## src/rtl/iob_native_rr_arbiter_pkg.sv

```systemverilog
// Shared types and width helpers for the IOb native round-robin arbiter.
package iob_native_rr_arbiter_pkg;

  typedef enum logic {
    REQ_WRITE = 1'b0,
    REQ_READ  = 1'b1
  } req_kind_e;

  // Master index width; kept at least 1 bit so single-bit vectors stay legal.
  function automatic int id_width(input int n_masters);
    return (n_masters > 1) ? $clog2(n_masters) : 1;
  endfunction

  function automatic int strb_width(input int data_w);
    return data_w / 8;
  endfunction

endpackage

```

## src/rtl/iob_native_id_fifo.sv

```systemverilog
// Show-ahead FIFO of master IDs for reads that are still waiting for rvalid.
module iob_native_id_fifo
  import iob_native_rr_arbiter_pkg::*;
#(
  parameter int ID_W  = 1,
  parameter int DEPTH = 4
) (
  input  logic            clk_i,
  input  logic            arst_n_i,
  input  logic            push_i,
  input  logic            pop_i,
  input  logic [ID_W-1:0] din_i,
  output logic [ID_W-1:0] head_o,
  output logic            full_o,
  output logic            empty_o
);

  localparam int PTR_W = $clog2(DEPTH);

  logic [ID_W-1:0]  mem [DEPTH];
  logic [PTR_W-1:0] wr_ptr;
  logic [PTR_W-1:0] rd_ptr;
  logic [PTR_W:0]   count;
  logic             do_push;
  logic             do_pop;

  assign full_o  = (count == (PTR_W + 1)'(DEPTH));
  assign empty_o = (count == '0);
  assign head_o  = mem[rd_ptr];

  // A push while full is legal only when the same cycle pops the head.
  assign do_pop  = pop_i && !empty_o;
  assign do_push = push_i && (!full_o || do_pop);

  always_ff @(posedge clk_i or negedge arst_n_i) begin
    if (!arst_n_i) begin
      wr_ptr <= '0;
      rd_ptr <= '0;
      count  <= '0;
      for (int i = 0; i < DEPTH; i++) begin
        mem[i] <= '0;
      end
    end else begin
      if (do_push) begin
        mem[wr_ptr] <= din_i;
        wr_ptr      <= wr_ptr + 1'b1;
      end
      if (do_pop) begin
        rd_ptr <= rd_ptr + 1'b1;
      end
      case ({do_push, do_pop})
        2'b10:   count <= count + 1'b1;
        2'b01:   count <= count - 1'b1;
        default: count <= count;
      endcase
    end
  end

endmodule

```

## src/rtl/iob_native_rr_arbiter.sv

```systemverilog
// N-master to 1-slave round-robin arbiter for the IOb native bus; read
// responses are steered back to the issuing master through an ID FIFO.
module iob_native_rr_arbiter
  import iob_native_rr_arbiter_pkg::*;
#(
  parameter int N_MASTERS       = 2,
  parameter int ADDR_W          = 16,
  parameter int DATA_W          = 32,
  parameter int MAX_OUTSTANDING = 4
) (
  input  logic                            clk_i,
  input  logic                            arst_n_i,
  input  logic [N_MASTERS-1:0]            m_avalid_i,
  input  logic [N_MASTERS*ADDR_W-1:0]     m_addr_i,
  input  logic [N_MASTERS*DATA_W-1:0]     m_wdata_i,
  input  logic [N_MASTERS*(DATA_W/8)-1:0] m_wstrb_i,
  output logic [N_MASTERS-1:0]            m_ready_o,
  output logic [DATA_W-1:0]               m_rdata_o,
  output logic [N_MASTERS-1:0]            m_rvalid_o,
  output logic                            s_avalid_o,
  output logic [ADDR_W-1:0]               s_addr_o,
  output logic [DATA_W-1:0]               s_wdata_o,
  output logic [DATA_W/8-1:0]             s_wstrb_o,
  input  logic                            s_ready_i,
  input  logic [DATA_W-1:0]               s_rdata_i,
  input  logic                            s_rvalid_i,
  output logic                            err_o
);

  localparam int ID_W   = id_width(N_MASTERS);
  localparam int STRB_W = strb_width(DATA_W);

  logic [ID_W-1:0]      rr_ptr;
  logic [ID_W-1:0]      lock_id;
  logic                 lock;
  logic [ID_W-1:0]      grant;
  logic [ID_W-1:0]      next_ptr;
  logic [ID_W:0]        scan_idx;
  logic                 found;
  logic [N_MASTERS-1:0] is_read;
  logic [N_MASTERS-1:0] eligible;
  req_kind_e            grant_kind;
  logic                 accept;
  logic                 read_blocked;
  logic                 fifo_push;
  logic                 fifo_pop;
  logic                 fifo_full;
  logic                 fifo_empty;
  logic [ID_W-1:0]      fifo_head;

  assign fifo_pop     = s_rvalid_i && !fifo_empty;
  assign read_blocked = fifo_full && !fifo_pop;

  // Reads are only eligible while the ID FIFO can take another entry, so
  // writes from other masters keep flowing when reads back up.
  for (genvar k = 0; k < N_MASTERS; k++) begin : g_req
    assign is_read[k]  = (m_wstrb_i[k*STRB_W +: STRB_W] == '0);
    assign eligible[k] = m_avalid_i[k] && !(is_read[k] && read_blocked);
  end

  always_comb begin
    found    = 1'b0;
    grant    = rr_ptr;
    scan_idx = '0;
    for (int i = 0; i < N_MASTERS; i++) begin
      scan_idx = {1'b0, rr_ptr} + (ID_W + 1)'(i);
      if (scan_idx >= (ID_W + 1)'(N_MASTERS)) begin
        scan_idx = scan_idx - (ID_W + 1)'(N_MASTERS);
      end
      if (!found && eligible[scan_idx[ID_W-1:0]]) begin
        found = 1'b1;
        grant = scan_idx[ID_W-1:0];
      end
    end
    if (lock) begin
      grant = lock_id;
      found = eligible[lock_id];
    end
  end

  assign s_avalid_o = found;
  assign accept     = s_avalid_o && s_ready_i;
  assign grant_kind = is_read[grant] ? REQ_READ : REQ_WRITE;
  assign fifo_push  = accept && (grant_kind == REQ_READ);
  assign next_ptr   = (grant == ID_W'(N_MASTERS - 1)) ? '0 : grant + 1'b1;

  always_comb begin
    s_addr_o  = '0;
    s_wdata_o = '0;
    s_wstrb_o = '0;
    m_ready_o = '0;
    if (s_avalid_o) begin
      s_addr_o         = m_addr_i[int'(grant)*ADDR_W +: ADDR_W];
      s_wdata_o        = m_wdata_i[int'(grant)*DATA_W +: DATA_W];
      s_wstrb_o        = m_wstrb_i[int'(grant)*STRB_W +: STRB_W];
      m_ready_o[grant] = s_ready_i;
    end
  end

  assign m_rdata_o = s_rdata_i;

  always_comb begin
    m_rvalid_o = '0;
    if (fifo_pop) begin
      m_rvalid_o[fifo_head] = 1'b1;
    end
  end

  // A stalled request pins the grant so the slave sees stable fields.
  always_ff @(posedge clk_i or negedge arst_n_i) begin
    if (!arst_n_i) begin
      rr_ptr  <= '0;
      lock    <= 1'b0;
      lock_id <= '0;
      err_o   <= 1'b0;
    end else begin
      if (accept) begin
        rr_ptr <= next_ptr;
        lock   <= 1'b0;
      end else if (s_avalid_o) begin
        lock    <= 1'b1;
        lock_id <= grant;
      end
      if (s_rvalid_i && fifo_empty) begin
        err_o <= 1'b1;
      end
    end
  end

  iob_native_id_fifo #(
    .ID_W  (ID_W),
    .DEPTH (MAX_OUTSTANDING)
  ) u_id_fifo (
    .clk_i    (clk_i),
    .arst_n_i (arst_n_i),
    .push_i   (fifo_push),
    .pop_i    (fifo_pop),
    .din_i    (grant),
    .head_o   (fifo_head),
    .full_o   (fifo_full),
    .empty_o  (fifo_empty)
  );

endmodule

```

## config.mk

```make
export PLATFORM = sky130hd
export DESIGN_NAME = iob_native_rr_arbiter
export DESIGN_NICKNAME = d
export VERILOG_FILES = /design/src/rtl/iob_native_rr_arbiter_pkg.sv /design/src/rtl/iob_native_id_fifo.sv /design/src/rtl/iob_native_rr_arbiter.sv
export SDC_FILE = /design/constraint.sdc
export NUM_CORES = 1
export LEC_CHECK = 0
export BUFFER_PORTS_ARGS = -buffer_cell sky130_fd_sc_hd__clkbuf_2
export CELL_PAD_IN_SITES_DETAIL_PLACEMENT = 0
export CELL_PAD_IN_SITES_GLOBAL_PLACEMENT = 1
export CORE_MARGIN = 10
export CORE_UTILIZATION = 23
export DETAILED_ROUTE_END_ITERATION = 12
export GPL_TIMING_DRIVEN = 0
export PLACE_DENSITY = 0.86
export REMOVE_ABC_BUFFERS = 1
export SLEW_MARGIN = 20
export SYNTH_ARGS = -nofsm -noshare
export SYNTH_HDL_FRONTEND = slang
export SYNTH_HIERARCHICAL = 1
export SYNTH_SLANG_ARGS = --single-unit
```

## constraint.sdc

```tcl
create_clock -name clk_i -period 5.4 [get_ports clk_i]
set_clock_uncertainty 0.1 [all_clocks]
set_input_delay 1.08 -clock clk_i [delete_from_list [all_inputs] [get_ports clk_i]]
set_output_delay 1.08 -clock clk_i [all_outputs]
set_load 0.01 [all_outputs]
```

Word-level counts from Yosys, hierarchy flattened
Cells that the tools add are included.
{"block": "op_classes", "reduce_logical": 28, "addsub": 8, "order_cmp": 12, "n_shift": 3, "n_bitwise": 4, "n_eq_ne": 3, "mux": 36}
{"cell": "$shiftx A64 B7 Y32", "count": 1}
{"cell": "$mux W32", "count": 1}
{"cell": "$shiftx A32 B6 Y16", "count": 1}
{"cell": "$mux W1", "count": 25}
{"cell": "$mux W16", "count": 1}
{"cell": "$logic_and A1 B1 Y1", "count": 15}
{"cell": "$lt A1 B2 Y1 const B", "count": 5}
{"cell": "$logic_not A4 Y1", "count": 2}
{"cell": "$shiftx A8 B4 Y4", "count": 1}
{"cell": "$ge A3 B3 Y1 const B", "count": 2}
{"cell": "$logic_not A1 Y1", "count": 6}
{"cell": "$not A2 Y3", "count": 2}
{"cell": "$pmux W3 S2", "count": 1}
{"cell": "$add A2 B1 Y2 const B", "count": 2}
{"cell": "$bwmux W4", "count": 1}
{"cell": "$mux W2", "count": 2}
{"cell": "$mux W4", "count": 1}
{"cell": "$reduce_bool A2 Y1", "count": 2}
{"cell": "$add A3 B1 Y3 const B", "count": 1}
{"cell": "$eq A3 B3 Y1 const B", "count": 1}
{"cell": "$logic_not A3 Y1", "count": 1}
{"cell": "$lt A3 B1 Y1 const B", "count": 1}
{"cell": "$sub A3 B1 Y3 const B", "count": 1}
{"cell": "$add A1 B1 Y2 const B", "count": 1}
{"cell": "14 further kinds", "count": 17}
{"block": "totals", "ff_bits": 15, "inputBits": 142}

Longest topological paths before layout
{"block": "depth", "word_depth": 22, "ltp_mapped": 15, "ltp_nobuf": 13}

Modules after synthesis
The synthesis kept the hierarchy.
{"module": "iob_native_rr_arbiter", "area_per_inst_um2": 1526.5, "cells_per_inst": 258, "seq_area_each_um2": 100.1, "n_inst": 1}
{"module": "iob_native_id_fifo", "area_per_inst_um2": 618.1, "cells_per_inst": 50, "seq_area_each_um2": 275.3, "n_inst": 1}

Worst setup path before layout
OpenSTA, ideal clock, no wires.
{"block": "synth_path", "path_kind": "input port to output port", "from": "input port m_wstrb_i[3]", "to": "output port s_addr_o[0]", "t_required_ps": 4220, "path_slack_ps": 1789, "path_buffers": 3, "cell_stages": 8, "arrival_time_ps": 2431, "path_cell_list": "nor4_4 a311oi_2 a211o_1 buf_6 buf_6 buf_6 nand4_1 o21ai_1"}
{"block": "synth_between", "elab_chain_cells": 13, "word_cells_on_any_way": 20, "classes_between": "1 x shift; 13 x mux; 6 x reduce/logical"}
{"element": "from (decl)", "line": "iob_native_rr_arbiter.sv:16", "source": "input logic [N_MASTERS*(DATA_W/8)-1:0] m_wstrb_i,"}
{"element": "$logic_not A4 Y1 *", "line": "iob_native_rr_arbiter.sv:57", "source": "assign is_read[k] = (m_wstrb_i[k*STRB_W +: STRB_W] == '0);"}
{"element": "$logic_and A1 B1 Y1 *", "line": "iob_native_rr_arbiter.sv:58", "source": "assign eligible[k] = m_avalid_i[k] && !(is_read[k] && read_blocked);"}
{"element": "$logic_not A1 Y1 *", "line": "iob_native_rr_arbiter.sv:58"}
{"element": "$logic_and A1 B1 Y1 *", "line": "iob_native_rr_arbiter.sv:58"}
{"element": "$mux W1 (not written as such) (2 in series)", "line": "iob_native_rr_arbiter.sv:70", "source": "if (!found && eligible[scan_idx[ID_W-1:0]]) begin"}
{"element": "$mux W1", "line": "iob_native_rr_arbiter.sv:70"}
{"element": "$logic_not A1 Y1", "line": "iob_native_rr_arbiter.sv:70"}
{"element": "$logic_and A1 B1 Y1", "line": "iob_native_rr_arbiter.sv:70"}
{"element": "$mux W1", "line": "iob_native_rr_arbiter.sv:70"}
{"element": "$mux W1", "line": "iob_native_rr_arbiter.sv:75", "source": "if (lock) begin"}
{"element": "$shiftx A32 B6 Y16", "line": "iob_native_rr_arbiter.sv:93", "source": "s_addr_o = m_addr_i[int'(grant)*ADDR_W +: ADDR_W];"}
{"element": "$mux W16 *", "line": "iob_native_rr_arbiter.sv:92", "source": "if (s_avalid_o) begin"}
{"element": "to (decl)", "line": "iob_native_rr_arbiter.sv:21", "source": "output logic [ADDR_W-1:0] s_addr_o,"}
Every way passes the cells marked *; elsewhere a longest branch is shown, timed or not. The select of a mux whose other input is x is not followed.

Worst setup path in the final report
{"block": "layout_path", "from": "input port m_wstrb_i[3]", "to": "output port s_wdata_o[24]"}
{"block": "layout_between", "elab_chain_cells": 13, "word_cells_on_any_way": 20, "classes_between": "1 x shift; 13 x mux; 6 x reduce/logical"}
{"element": "$logic_not A4 Y1 *", "line": "iob_native_rr_arbiter.sv:57"}
{"element": "$logic_and A1 B1 Y1 *", "line": "iob_native_rr_arbiter.sv:58"}
{"element": "$logic_not A1 Y1 *", "line": "iob_native_rr_arbiter.sv:58"}
{"element": "$logic_and A1 B1 Y1 *", "line": "iob_native_rr_arbiter.sv:58"}
{"element": "$mux W1 (not written as such) (2 in series)", "line": "iob_native_rr_arbiter.sv:70"}
{"element": "$mux W1", "line": "iob_native_rr_arbiter.sv:70"}
{"element": "$logic_not A1 Y1", "line": "iob_native_rr_arbiter.sv:70"}
{"element": "$logic_and A1 B1 Y1", "line": "iob_native_rr_arbiter.sv:70"}
{"element": "$mux W1", "line": "iob_native_rr_arbiter.sv:70"}
{"element": "$mux W1", "line": "iob_native_rr_arbiter.sv:75"}
{"element": "$shiftx A64 B7 Y32", "line": "iob_native_rr_arbiter.sv:94", "source": "s_wdata_o = m_wdata_i[int'(grant)*DATA_W +: DATA_W];"}
{"element": "$mux W32 *", "line": "iob_native_rr_arbiter.sv:92"}
{"element": "to (decl)", "line": "iob_native_rr_arbiter.sv:22", "source": "output logic [DATA_W-1:0] s_wdata_o,"}
Marks and branches as above.

==> flow_summary.toml <==
[power]
overall_power_consumption_w = 0.001607
ir_drop_mv = 0.2376
fraction_of_power_consumed_by_combinational_cells_pct = 80.4
pwr_density_cell_nw_per_um2 = 557.1
power.share.clock_pct = 5.6
internal-power_w = 0.0007111
power_switching_share_pct = 55.76
total_leakage_power_nw = 1.540
share_seq_of_total_power_pct = 14.0
power.switching_w = 0.0008963

[detailed_routing]
first_pass_iters = 4
drtIter0Drc = 257
routed_wl_um = 10010
wl_per_cell_um = 18.75
drt.antenna.violating_nets = 0
vias = 2628
detail_route.vias_per_cell = 4.921
detail_route.drc_violations = 0

[worst_setup_path]
path_class = "in2out"
cp_data_arrival_time_ns = 3.75
crit_path_end_kind = "output pin"
crit_required_ns = 4.22
critical_path_peak_fanout = 58
crit_path_start_kind = "input pin"
crit_path_cell_trace = "clkbuf_2 > nor4_4 > a311oi_2 > o21ai_4 > nand2_2 > inv_2 > o21ai_0 > clkbuf_2"
slowest_stage_cell_cp = "sky130_fd_sc_hd__inv_2"
r2r_slack_ns = 1.72
worst_path_dominant_cell_family = "compound AO/OA/AOI/OAI gates"
path_buf_inv = 3
path_common_cell = "sky130_fd_sc_hd__clkbuf_2"
worst_path_largest_cell_delay_ns = 0.68

[grt]
groute.usage.overall_pct = 12.89
grt_start_max_net_pins = 65
grt_antenna_before_repair = 0
overflow = 0
grt_pass1_wl_um = 14230
first_global_vias = 2627

[clock_network]
cts.sinks = 15
numCtsBuffers = 3
clkSlewWorstSetupHoldPaths_ns = 0.06
cts_root_buffer = "sky130_fd_sc_hd__clkbuf_8"
post-cts-setup-buffers = 0
holdBufCountCts = 0
cts-resized-gates = 0
clk-insertion-delay-late_ns = 0.25
cts-root-to-sink-buffers = 2
cts_tree = "built"
htreeDepth = 1

[sta]
post-route-worst-setup-slack_ns = 0.4677
setup_violations = 0
timing.max_slew.rel_slack_pct = 40.07
finalHoldViolCount = 0
slew_violations = 0
period_utilisation_layout_pct = 91.34
total_negative_slack_ns = 0
max_clock_freq_ghz = 0.2027
rsz0062_at_grt = "false"
post-route-min-period_ns = 4.932
worst_slew_pin_tran_ns = 0.8976

[final_layout]
post_route_cells_drive_above_1_share_pct = 44.92
num-nets-final = 572
post-route-cell-area_um2 = 2885
final_cells = 534
area_delta_synth_final_pct = 34.54
insertedDiodeCount = 0

[placed_design]
numPlacedInstances = 530
place_worst_setup_slack_ns = 0.3731
postPlaceCellArea_um2 = 2839
io_buffer_count = 167
finalWeightedCongestion = 0.7877
dp_hpwl_um = 8149

[synth]
post_synth_instance_area_um2 = 2145
syn-mean-instance-area_um2 = 6.963
netlist_top_cells_area = "sky130_fd_sc_hd__dfrtp_1, sky130_fd_sc_hd__nand4_1, sky130_fd_sc_hd__buf_4, sky130_fd_sc_hd__nand2_1, sky130_fd_sc_hd__o21ai_1"
ys.flop_type = "sky130_fd_sc_hd__dfrtp_1"
synth_cells = 308
yosys.area.top_type_share_pct = 17.50
asyncSetResetFlopFracSynth_pct = 100.0
number_of_flops_mapped_to_enable_cells_by_yosys = 0
synth_sequential_area_ratio_pct = 17.50
synthTopCellsByCount = "sky130_fd_sc_hd__nand2_1, sky130_fd_sc_hd__nand4_1, sky130_fd_sc_hd__buf_4, sky130_fd_sc_hd__o21ai_1, sky130_fd_sc_hd__o21ai_0"
post-synth-top-count-cell = "sky130_fd_sc_hd__nand2_1"
ys_types = 45
yosysWarnings = 6
synth-seq-cells = 15
synth_top_area_cell = "sky130_fd_sc_hd__dfrtp_1"

[worst_hold_path]
min-delay-path-class = "reg2reg"

[floorplan]
io_pins = 232
initial_utilization_pct = 23.43
floorplan.die_area_um2 = 13590
die_h_um = 116.6
coreArea_um2 = 9153
core.rowCount = 35
die_w_um = 116.6

[status]
outcome = "finished clean"

[flow_run]
cap_violations = 0
==> power by group through the flow <==
stage	Sequential (W)	Clock [W]	Combinational, W
floorplan	0.000211	0	0.000754
global placement	0.000220	0	0.00123
detailed placement	0.000226	0	0.00131
CTS	0.000225	0.0000934	0.00132
global route	0.000234	0.000101	0.00144
finish	0.000225	0.0000905	0.00129
==> path summary, 6_finish.rpt <==
path	start	to	depth (start not counted)
max in group asynchronous	arst_n_i	u_id_fifo/count[1]	1
min in group asynchronous	arst_n_i	u_id_fifo/wr_ptr[1]	1
hold reg to reg	err_o	err_o	1
hold / removal	err_o	err_o	1
setup / recovery	m_wstrb_i[3]	s_wdata_o[24]	8
setup reg to reg	u_id_fifo/count[0]	u_id_fifo/count[2]	13
==> metrics by stage <==
step           utilization (%)  hold slack, ns
2_1_floorplan                -          0.3524
6_report                 31.52          0.3571
5_1_grt                  31.52          0.3947
4_1_cts                  31.52          0.3654
3_3_place_gp             29.86          0.3467
3_5_place_dp             31.02          0.3514
==> per-layer routing <==
metal / wire (um) / GRT usage [%] / part of all wire [%]
met1: 3996 / 15.29 / 40
met2: 4682 / 21.30 / 47
met3: 1286 / 5.547 / 13
met4: 19 / 1.977 / 0.19
met5: 29 / 2.344 / 0.29
==> layout make-up <==
cell class                      count  area, um^2
Inverter                           12       45.04
Tap cell                          111       138.9
Timing Repair Buffer              171       925.9
Multi-Input combinational cell    221        1354
Clock buffer                        3       41.29
Sequential cell                    15       375.4
Fill cell                        1003        6267
Clock inverter                      1       5.005
==> state kept, by name, summed over array words and instances, names as in the netlist <==
name / flops
lock: 1
err_o: 1
u_id_fifo/count: 3
u_id_fifo/rd_ptr: 2
rr_ptr: 1
u_id_fifo/mem: 4
u_id_fifo/wr_ptr: 2
lock_id: 1
==> logic make-up (layout without fill, tap and decap cells) <==
family / after synthesis / after routing / share of synthesized area (%)
buffers and inverters: 72 / 187 / 20.13
AND/OR/NAND/NOR: 133 / 133 / 32.73
flip-flops: 15 / 15 / 17.50
AO/OA/AOI/OAI: 67 / 67 / 18.09
XOR/XNOR: 6 / 6 / 2.451
multiplexers: 8 / 8 / 4.784
adder cells (fa/ha/maj): 7 / 7 / 4.317
==> worst register-to-register path: cells and delay by family, from the launching register on <==
kind / cells / cell delay, ns
flops: 1 / 0.45
compound gates: 3 / 1.30
simple gates: 5 / 0.93
fa+ha+maj: 2 / 0.41
buf+inv: 1 / 0.08
xor+xnor: 2 / 0.29
==> cells in the final DEF (no fill, tap or decap), types with 2 or more instances in the layout <==
master and count:
sky130_fd_sc_hd__nand2b_1 2, sky130_fd_sc_hd__o21ai_0 21, sky130_fd_sc_hd__nand2_1 59, sky130_fd_sc_hd__nor2_1 9
sky130_fd_sc_hd__nand2_2 2, sky130_fd_sc_hd__ha_1 5, sky130_fd_sc_hd__xnor2_1 3, sky130_fd_sc_hd__nand4_1 52
sky130_fd_sc_hd__buf_16 2, sky130_fd_sc_hd__xor2_1 3, sky130_fd_sc_hd__o21ai_1 31, sky130_fd_sc_hd__dfrtp_1 15
sky130_fd_sc_hd__inv_1 11, sky130_fd_sc_hd__clkbuf_8 3, sky130_fd_sc_hd__a31oi_1 3, sky130_fd_sc_hd__mux2i_1 2
sky130_fd_sc_hd__clkbuf_2 167, sky130_fd_sc_hd__mux2_1 4, sky130_fd_sc_hd__a21oi_1 2
Note: power is estimated with default switching activity, not from simulation.
